[src/rtl/ram_pkg.sv]
// ram_pkg -- shared defaults and helpers for the ram_block register-array RAM.
package ram_pkg;

    // Default word width in bits.
    localparam int RAM_WIDTH_DEFAULT = 8;

    // Default address width in bits; the array holds 2**RAM_ADDR_DEFAULT words.
    localparam int RAM_ADDR_DEFAULT = 4;

    // Number of words addressable with addr_bits address bits.
    function automatic int ram_depth(input int addr_bits);
        return 1 << addr_bits;
    endfunction

endpackage : ram_pkg

[src/rtl/ram_parity.sv]
// ram_parity -- even-parity generator (XOR reduction) for one data word.
// The same module serves both the write path, which produces the stored
// parity bit, and the read path, which recomputes parity of the word on Q.
module ram_parity
    import ram_pkg::*;
#(
    parameter int Width = RAM_WIDTH_DEFAULT
) (
    input  logic [Width-1:0] i_data,
    output logic             o_parity
);

    assign o_parity = ^i_data;

endmodule : ram_parity

[src/rtl/ram_block.sv]
// ram_block -- single-clock register-array RAM.
//   * one synchronous write port (we/waddr/D) and one asynchronous read
//     port (raddr/Q), with independent addresses
//   * active-low asynchronous reset clears every word while rst is low
//   * optional per-word parity, enabled by defining the macro RAM_PARITY_EN;
//     without it no parity storage exists and parity_err is tied low
module ram_block
    import ram_pkg::*;
#(
    parameter int Width       = RAM_WIDTH_DEFAULT,
    parameter int AddressSize = RAM_ADDR_DEFAULT
) (
    input  logic                   clk,
    input  logic                   rst,
    input  logic                   we,
    input  logic [AddressSize-1:0] waddr,
    input  logic [Width-1:0]       D,
    input  logic [AddressSize-1:0] raddr,
    output logic [Width-1:0]       Q,
    output logic                   parity_err
);

    localparam int Depth = ram_depth(AddressSize);

    // Storage array; every address value maps to exactly one word.
    logic [Width-1:0] r_mem [Depth];

    // Word selected by the read address, before reset masking.
    logic [Width-1:0] w_rdata;

    // Data storage: clear everything on reset, otherwise write D when enabled.
    // NOTE: this array is reset word by word because the block must read 0
    // after reset; that forces flops rather than a RAM macro, which is fine
    // at these sizes. State updates use <= so every word samples the same
    // pre-edge inputs.
    always_ff @(posedge clk or negedge rst) begin
        if (!rst) begin
            for (int i = 0; i < Depth; i++) begin
                r_mem[i] <= '0;
            end
        end else if (we) begin
            r_mem[waddr] <= D;
        end
    end

    // Asynchronous read: Q follows raddr and the array contents with no clock.
    assign w_rdata = r_mem[raddr];
    assign Q       = rst ? w_rdata : '0;

`ifdef RAM_PARITY_EN

    // One stored parity bit per word.
    logic r_par [Depth];

    logic w_wr_parity;
    logic w_rd_parity;

    ram_parity #(
        .Width (Width)
    ) u_parity_wr (
        .i_data   (D),
        .o_parity (w_wr_parity)
    );

    ram_parity #(
        .Width (Width)
    ) u_parity_rd (
        .i_data   (w_rdata),
        .o_parity (w_rd_parity)
    );

    // Parity storage: cleared with the data so reset words check clean.
    always_ff @(posedge clk or negedge rst) begin
        if (!rst) begin
            for (int i = 0; i < Depth; i++) begin
                r_par[i] <= 1'b0;
            end
        end else if (we) begin
            r_par[waddr] <= w_wr_parity;
        end
    end

    // Flag a mismatch between recomputed and stored parity of the read word.
    assign parity_err = rst & (w_rd_parity ^ r_par[raddr]);

`else

    assign parity_err = 1'b0;

`endif

endmodule : ram_block

[config.mk]
export PLATFORM = sky130hd
export DESIGN_NAME = ram_block
export DESIGN_NICKNAME = d
export VERILOG_FILES = /design/src/rtl/ram_pkg.sv /design/src/rtl/ram_parity.sv /design/src/rtl/ram_block.sv
export SDC_FILE = /design/constraint.sdc
export NUM_CORES = 1
export LEC_CHECK = 0
export BUFFER_PORTS_ARGS = -buffer_cell sky130_fd_sc_hd__buf_2
export CAP_MARGIN = 20
export CELL_PAD_IN_SITES_DETAIL_PLACEMENT = 1
export CELL_PAD_IN_SITES_GLOBAL_PLACEMENT = 1
export CORE_ASPECT_RATIO = 0.6
export CORE_MARGIN = 10
export CORE_UTILIZATION = 55
export DETAILED_ROUTE_END_ITERATION = 16
export PLACE_DENSITY = 0.88
export SLEW_MARGIN = 5
export SYNTH_ARGS = -nofsm -noshare
export SYNTH_HDL_FRONTEND = slang
export SYNTH_SLANG_ARGS = --single-unit
[constraint.sdc]
create_clock -name clk -period 1.7 [get_ports clk]
set_input_delay 0 -clock clk [delete_from_list [all_inputs] [get_ports clk]]
set_output_delay 0 -clock clk [all_outputs]
set_load 0.01 [all_outputs]
* Word-level counts from Yosys, hierarchy flattened *
Index checks and enable logic that the tools add are counted.

cells by class
  $add $sub $neg = 0
  multipliers = 0
  div/mod/pow operators = 0
  $lt $le $gt $ge = 3
  eq/ne operators = 0
  shift-type cells = 0
  multiplexer cells = 7
  bitwise logic cells = 2
  reduce and logical (&&, ||, !) cells = 1

operators by type and width
  kind                number
  $bwmux 128          1
  $bmux 8 s4          1
  $demux 8 s4         1
  $mux 8              4
  $ge 5x5->1 const B  2
  $not 4->5           2
  $lt 5x1->1 const B  1
  $logic_and 1x1->1   1

word-level totals
  flip-flop bits (word level) = 128
  bits in latches = 0
  bits in writable memories = 0
  memory bits (read-only) = 0
  input bits = 19
  output and inout port bits = 9
  word-level logic and storage cells = 29
  memories = 0

* Depth between registers and ports, before layout *
Gate-level depths: netlist (run 1).

  depth in word-level cells = 6
  gate-level depth with buffers = 7
  depth with buffers taken out = 4

* Least setup slack after synthesis (run 1) *
OpenSTA, ideal clock, no wires.

  kind = input to register
  from = input waddr[2]
  to = register r_mem[16] (netlist bit)
  library setup time = 0.125 ns
  arrival = 1.044 ns
  required time = 1.575 ns
  slack = 0.532 ns
  cell stages on the path = 4
  path buffers = 1
  path through = buf_4 > nand2_1 > nor3_2 > mux2_2

between the ends
  word-level cells in the longest chain between the ends = 6
  elaborated cells on any way between the ends = 7
  those cells by class = 2 x order compare; 3 x mux; 1 x bitwise; 1 x reduce/logical

RTL lines
  element                                                                RTL line         text
  start: declaration                                                     ram_block.sv:16  input logic [AddressSize-1:0] waddr,
  $not 4->5 (implied by the code) *                                      ram_block.sv:42  r_mem[waddr] <= D;
  $ge 5x5->1 (implied by the code) / $lt 5x1->1 (equally long branches)  ram_block.sv:42
  $logic_and 1x1->1 (implied by the code)                                ram_block.sv:42
  $mux 8 (implied by the code)                                           ram_block.sv:42
  $demux 8 s4 *                                                          ram_block.sv:42
  $bwmux 128 *                                                           ram_block.sv:42
  end signal: indexed assignment                                         ram_block.sv:39  r_mem[i] <= '0;
  end signal: indexed assignment                                         ram_block.sv:42
  end: declaration                                                       ram_block.sv:26  logic [Width-1:0] r_mem [Depth];

Every way passes the cells marked *; elsewhere a longest branch is shown, timed or not.
A chain may end at the register's enable or synchronous reset.

* Worst setup path after layout (run 1) *
  from = register r_mem[66] (netlist bit)
  to = output Q[2]

between the ends
  word-level cells in the longest chain between the ends = 4

RTL lines
  element                                    RTL line         text
  $bmux 8 s4                                 ram_block.sv:47  assign w_rdata = r_mem[raddr];
  $mux 8 (implied by the code) (2 in a row)  ram_block.sv:47
  $mux 8                                     ram_block.sv:48  assign Q = rst ? w_rdata : '0;
  end: declaration                           ram_block.sv:19  output logic [Width-1:0] Q,

No other way between the ends. The select of a mux whose other input is x is not followed.

==> impl_results.md, run 1 <==
* Final Core Density at around 67%
* Vias in the first global route at 4402
* CP max FO at 2
* Max cap viols at 0
* Primary FF master, synth: dfrtp_1
* Final wirelength at ~17000 um
* Class of the worst hold path: input pin to flop
* Dpl ws at ~0.26 ns
* Worst-path clk slew at approximately 0.050 ns
* IO Count at 28
* Die X-Extent at 155 um
* Post-synth top cells: dfrtp_1 (128), mux2_2 (128), mux2i_1 (46)
* TritonCTS Buffers at 17
* Final setup vio count at 6
* Post-route ant nets at 0
* Mapped cell area at roughly 6000 um2
* RSZ-0062 raised after global routing: yes
* Lkg Pwr at about 3.2 nW
* Layout Cells excl Fill at roughly 620
* Max reg flops at ~130
* Setup ws final at -0.0737 ns
* Synthesis-to-layout area growth at 17.9%
* Post-synthesis cell type count at 32
* Vias per Instance at around 6.3
* EDFF count, synth at 0
* Worst rel slew slack at about 56%
* Startpoint Class: flop
* Syn Nets at about 440
* WL per Instance at between 20 and 30 um
* Slowest cell on the critical path: mux4_2
* Initial Util at between 50% and 60%
* GR Overflow Total at 0
* Reg with most FFs: r_mem
* Status: complete, but fails checks
* Clock tree from TritonCTS: done
* Clock latency on the worst-skew pair at 0.42 ns
* Vias at a little under 4000
* Cells after Synth at 422
* Clock Path Buffers at 2
* Crit. End Element: output port
* IO Port Bufs at 26
* Max Clock Skew at 0 ns
* Diode count at 0
* CP cell instances: mux4_2 > o211ai_1 > o21ai_1 > buf_2
* Worst slew pin tran at 0.662 ns
* Clock root cell: clkbuf_16
* Top flop regs: r_mem: 128 flops
* Critical Path Max Stage Delay at roughly 0.48 ns
* Top cells by area, synth: dfrtp_1 (53%), mux2_2 (24%), mux2i_1 (7.6%)
* Die span in y at about 100 um
* Synth top area share at around 53%
* Critical path class: flop to output port
* R2r setup slk at 0.77 ns
* Total Routing Usage GR at between 20% and 30%
* Drc violations at 0
* Largest net degree at the start of global routing at around 130
* Failing checks: setup timing
* H-tree depth at 4
* Final slew viol count at 0
* Synth Register Bits at 128
* Post-synthesis async set-or-reset flop share at between 90% and 100%
* CP Data Required Time at around 1.7 ns
* Synth area leader: dfrtp_1
* Post-Place Cells at just under 600
* Num rows at 29
* Dpl hpwl at around 11000 um
* Fillers at 984
* Syn avg cell area at approximately 14 um2
* GP Congestion at just under 0.9
* Initial antenna violation count at 0
* Core ar. at 10600 um2
* DIE AREA at approximately 16000 um2
* Layout cells sized above 1 at 49.3%
* Max Clk Rate at between 500 and 600 MHz
* Part of the cycle the worst path needs at 104%
* DR iter-0 viols at about 180
* Sequential-to-total area share from yosys stat at 53.2%
* First-pass GRT wire length at 26400 um
* Final Hold Viols at 0
* TritonCTS Sinks at around 130
* Hold slack at ~0.046 ns
* Power Density at roughly 1400 nW/um2
* Tmin final at roughly 1.8 ns
* Pre-antenna DRT Iters at 4
* Nets at ~500
* Peak VDD IR at about 0.84 mV
* Critical path arrival at ~1.8 ns
* Yosys warns at 0
-- path summary, 6_finish.rpt --
check,from,endpoint,depth (start not counted)
max,r_mem[66]$_DFFE_PN0P_,Q[2],4
min,D[7],r_mem[95]$_DFFE_PN0P_,2
max reg2reg,r_mem[106]$_DFFE_PN0P_,r_mem[106]$_DFFE_PN0P_,2
min reg2reg,r_mem[112]$_DFFE_PN0P_,r_mem[112]$_DFFE_PN0P_,1
max in group asynchronous,rst,r_mem[83]$_DFFE_PN0P_,3
min in group asynchronous,rst,r_mem[6]$_DFFE_PN0P_,3
-- stage by stage --
stage	total power, mW	area [um2]	setup TNS, ns
4_1_cts	9.79	7100	-0.389
3_3_place_gp	5.55	6410	0
6_report	9.75	7100	-0.351
5_1_grt	10.1	7100	-0.690
2_1_floorplan	5.19	6020	0
3_5_place_dp	5.74	6410	0
-- critical path: cells and delay by family (launching register included) --
family | cells | cell delay, ns
multiplexers | 1 | 0.48
flip-flops | 1 | 0.38
AO/OA/AOI/OAI | 2 | 0.33
buffers and inverters | 1 | 0.16
-- cell usage in the layout, fill, tap and decap left out, drive strengths merged, types with 2 or more instances in the layout --
cell type and count:
nand3 2, o22ai 3, nand2b 2, nor2 11
nor3 5, bufinv 4, mux4 9, a22oi 23
o21ai 4, dlygate4sd3 2, o211ai 4, nor2b 3
clkbuf 26, dfrtp 128, mux2i 46, buf 55
nand2 18, mux2 128
-- cell families after synthesis --
family | Yosys count | synth area share [%]
other | 1 | 0.0622
AO/OA/AOI/OAI | 37 | 4.38
multiplexers | 183 | 34.9
flip-flops | 128 | 53.2
buffers and inverters | 26 | 2.68
AND/OR/NAND/NOR | 47 | 4.78
-- area by class of cell --
class,instances,area (um2),share of cell area [%]
clock buffer,26,499,7.03
clock inverter,5,125,1.76
inverter,1,3.75,0.0528
multi-input combinational,268,2690,37.8
sequential,128,3200,45.1
tap,139,174,2.45
timing repair buffer,57,410,5.78
-- routing by layer --
metal / vias up / wire length (um) / track usage (%)
met5: - / 0 / 0
met4: 0 / 271 / 7.88
met3: 24 / 961 / 5.12
met2: 111 / 8610 / 37.7
met1: 2114 / 7190 / 27.8
li1: 1664 / - / -
-- where the power goes --
group	total [mW]	internal [mW]	switching [mW]
combinational	1.65	0.908	0.742
clock	3.91	2.60	1.31
sequential	4.19	3.76	0.428
total	9.75	7.27	2.48
-- what timing repair did --
action,4_1_cts,5_1_grt
hold buffers,2,0
gates cloned,0,0
gates resized for setup,9,0
endpoints found under the setup margin,6,8
hold endpoints to repair,128,0
pin swaps,2,3
setup buffers,2,1
Power figures use the tool's default switching activity.
==> run 2: changes to the inputs <==
--- a/config.mk
+++ b/config.mk
@@ -13,8 +13,9 @@
 export CORE_MARGIN = 10
 export CORE_UTILIZATION = 55
 export DETAILED_ROUTE_END_ITERATION = 16
+export GPL_TIMING_DRIVEN = 0
 export PLACE_DENSITY = 0.88
-export SLEW_MARGIN = 5
+export SLEW_MARGIN = 20
 export SYNTH_ARGS = -nofsm -noshare
 export SYNTH_HDL_FRONTEND = slang
 export SYNTH_SLANG_ARGS = --single-unit
==> run 2 against run 1 <==
The flow still finishes with violations (setup timing). Die area is the same. Highest routed layer unchanged. Maximum frequency grew 0.71%. Sequential share of layout area decreased by 1.1 points. Clock skew stayed put. Largest power group unchanged. Clock-buffer cell count is 3 lower. Non-clock buffer count increased by 10. Combinational power is essentially flat. Core utilization grew 1.6 points. Register-to-register slack gained 0.05 ns. Cell count is 1.8% higher.
==> impl_results.md, run 2 (synthesis results as in run 1) <==
* Largest net degree at the start of global routing at 49 (-61%)
* Failing checks: setup timing
* CP Data Required Time at 1.70 ns (about the same)
* Setup ws final at -0.0612 ns (+0.0125 ns)
* Total Routing Usage GR at 21.7% (-0.67 points)
* Die span in y at 101 um (unchanged)
* Power Density at 1340 nW/um2 (-2.5%)
* Die X-Extent at 155 um (unchanged)
* Max reg flops at 128 (unchanged)
* Crit. End Element: output port
* WL per Instance at 25.8 um (-5.6%)
* Max Clk Rate at 568 MHz (+0.71%)
* CP max FO at 2 (unchanged)
* GP Congestion at 0.816 (-8.0%)
* Initial antenna violation count at 0 (unchanged)
* GR Overflow Total at 0 (unchanged)
* RSZ-0062 raised after global routing: yes
* Dpl hpwl at 10100 um (-5.9%)
* Reg with most FFs: r_mem
* Post-route ant nets at 0 (unchanged)
* Final wirelength at 16400 um (-4.0%)
* Vias in the first global route at 4448 (+1.0%)
* Clock latency on the worst-skew pair at 0.41 ns (about the same)
* Diode count at 0 (unchanged)
* IO Count at 28 (unchanged)
* Final Core Density at 68.5% (+1.6 points)
* Layout Cells excl Fill at 635 (+1.8%)
* Most frequent cells in the layout: mux2_2 (128), dfrtp_1 (128), mux2i_1 (46)
* Status: complete, but fails checks
* TritonCTS Sinks at 128 (unchanged)
* Worst-path clk slew at 0.06 ns (about the same)
* Top flop regs: r_mem: 128 flops
* Post-Place Cells at 584 (-0.68%)
* Vias per Instance at 6.14 (-2.0%)
* Nets at 502 (+2.0%)
* Pre-antenna DRT Iters at 5 (+1)
* Final setup vio count at 6 (unchanged)
* Final Instance Area at 7280 um2 (+2.5%)
* Num rows at 29 (unchanged)
* Dpl ws at -0.240 ns (-0.500 ns)
* Vias at 3901 (-0.31%)
* Peak VDD IR at 1.01 mV (+20%)
* Drc violations at 0 (unchanged)
* Synthesis-to-layout area growth at 20.8%
* TritonCTS Buffers at 17 (unchanged)
* Class of the worst hold path: input pin to flop
* First-pass GRT wire length at 25700 um (-2.9%)
* Area post-placement at 6340 um2 (-1.0%)
* DR iter-0 viols at 130 (-26%)
* Slowest cell on the critical path: mux4_2
* Critical Path Max Stage Delay at 0.47 ns (about the same)
* Part of the cycle the worst path needs at 104% (-0.74 points)
* Clock root cell: clkbuf_16
* Layout cells sized above 1 at 46.2% (-3.1 points)
* Core ar. at 10600 um2 (unchanged)
* Worst slew pin tran at 0.923 ns (+0.260 ns)
* Max cap viols at 0 (unchanged)
* DIE AREA at 15700 um2 (unchanged)
* Lkg Pwr at 3.25 nW (+1.4%)
* Initial Util at 56.7% (unchanged)
* Final Hold Viols at 0 (unchanged)
* Clock Path Buffers at 2 (unchanged)
* CP cell instances: mux4_2 > o211ai_1 > o21ai_1 > buf_2
* Critical path class: flop to output port
* Max Clock Skew at 0 ns (unchanged)
* Tmin final at 1.76 ns (-0.0125 ns)
* Critical path arrival at 1.76 ns (about the same)
* IO Port Bufs at 22 (-15%)
* Clock tree from TritonCTS: done
* Final slew viol count at 0 (unchanged)
* Worst rel slew slack at 38.2% (-18 points)
* H-tree depth at 4 (unchanged)
* Startpoint Class: flop
## run 2: cell count changes in the layout (fill, tap and decap cells not counted), moves of 2 or more
| cell | previous run | this run |
|---|---|---|
| clkinvlp_4 | 0 | 4 |
| buf_4 | 28 | 6 |
| clkbuf_2 | 0 | 2 |
| clkbuf_1 | 5 | 13 |
| buf_6 | 0 | 6 |
| buf_12 | 3 | 1 |
| dlygate4sd3_1 | 2 | 11 |
| buf_16 | 0 | 5 |
## run 2: layout make-up
class,instances,area (um2)
Fill cell,960,3350
Tap cell,139,174
Multi-Input combinational cell,268,2670
Buffer,25,160
Clock buffer,23,478
Inverter,1,3.75
Timing Repair Buffer,42,435
Sequential cell,128,3200
Clock inverter,9,155
## run 2: worst max-delay path, delay by kind of cell, from the launching register on
| family | cells | cell delay (ns) |
|---|---|---|
| AO/OA/AOI/OAI | 2 | 0.33 |
| buffers and inverters | 1 | 0.17 |
| flip-flops | 1 | 0.38 |
| multiplexers | 1 | 0.47 |
## run 2: timing repair
item / 4_1_cts / 5_1_grt
setup buffers: 2 / 0
hold buffers: 16 / 0
pin swaps: 3 / 2
gates cloned: 1 / 0
resized for setup: 8 / 0
hold endpoints to repair: 134 / 0
setup endpoints to repair: 8 / 8
## run 2: per-layer routing
layer / share of wire, % / routed length (um) / vias up / GRT usage, %
li1: - / - / 1693 / -
met1: 46 / 7590 / 2090 / 28.7
met2: 47 / 7700 / 96 / 34.1
met3: 5.0 / 816 / 22 / 5.33
met4: 1.6 / 259 / 0 / 8.03
met5: 0 / 0 / - / 0
## run 2: path summary, 6_finish.rpt
path | slack (ns) | to | depth (start not counted) | startpoint
worst max-delay path | -0.06 | Q[1] | 4 | r_mem[73]$_DFFE_PN0P_
worst min-delay path | 0.11 | r_mem[103]$_DFFE_PN0P_ | 3 | waddr[3]
worst max register to register | 0.82 | r_mem[104]$_DFFE_PN0P_ | 2 | r_mem[104]$_DFFE_PN0P_
worst min register to register | 0.50 | r_mem[72]$_DFFE_PN0P_ | 1 | r_mem[72]$_DFFE_PN0P_
max in group asynchronous | 0.92 | r_mem[107]$_DFFE_PN0P_ | 7 | rst
min in group asynchronous | 0.35 | r_mem[22]$_DFFE_PN0P_ | 3 | rst
## run 2: stage by stage
step	setup TNS [ns]	hold WS [ns]	total power, mW
after floorplan	0	-0.296	5.19
after global placement	-128.42	0.308	5.51
after detailed placement	-1.45	-0.0355	5.69
after CTS	-0.268	0.100	9.74
after global routing	-0.677	0.118	10.2
final	-0.196	0.111	9.74
## run 2: report_power, final
| group | switching (mW) | total [mW] | internal (mW) |
|---|---|---|---|
| clock | 1.34 | 3.91 | 2.57 |
| sequential | 0.421 | 4.18 | 3.76 |
| combinational | 0.715 | 1.66 | 0.942 |
| total | 2.47 | 9.74 | 7.27 |
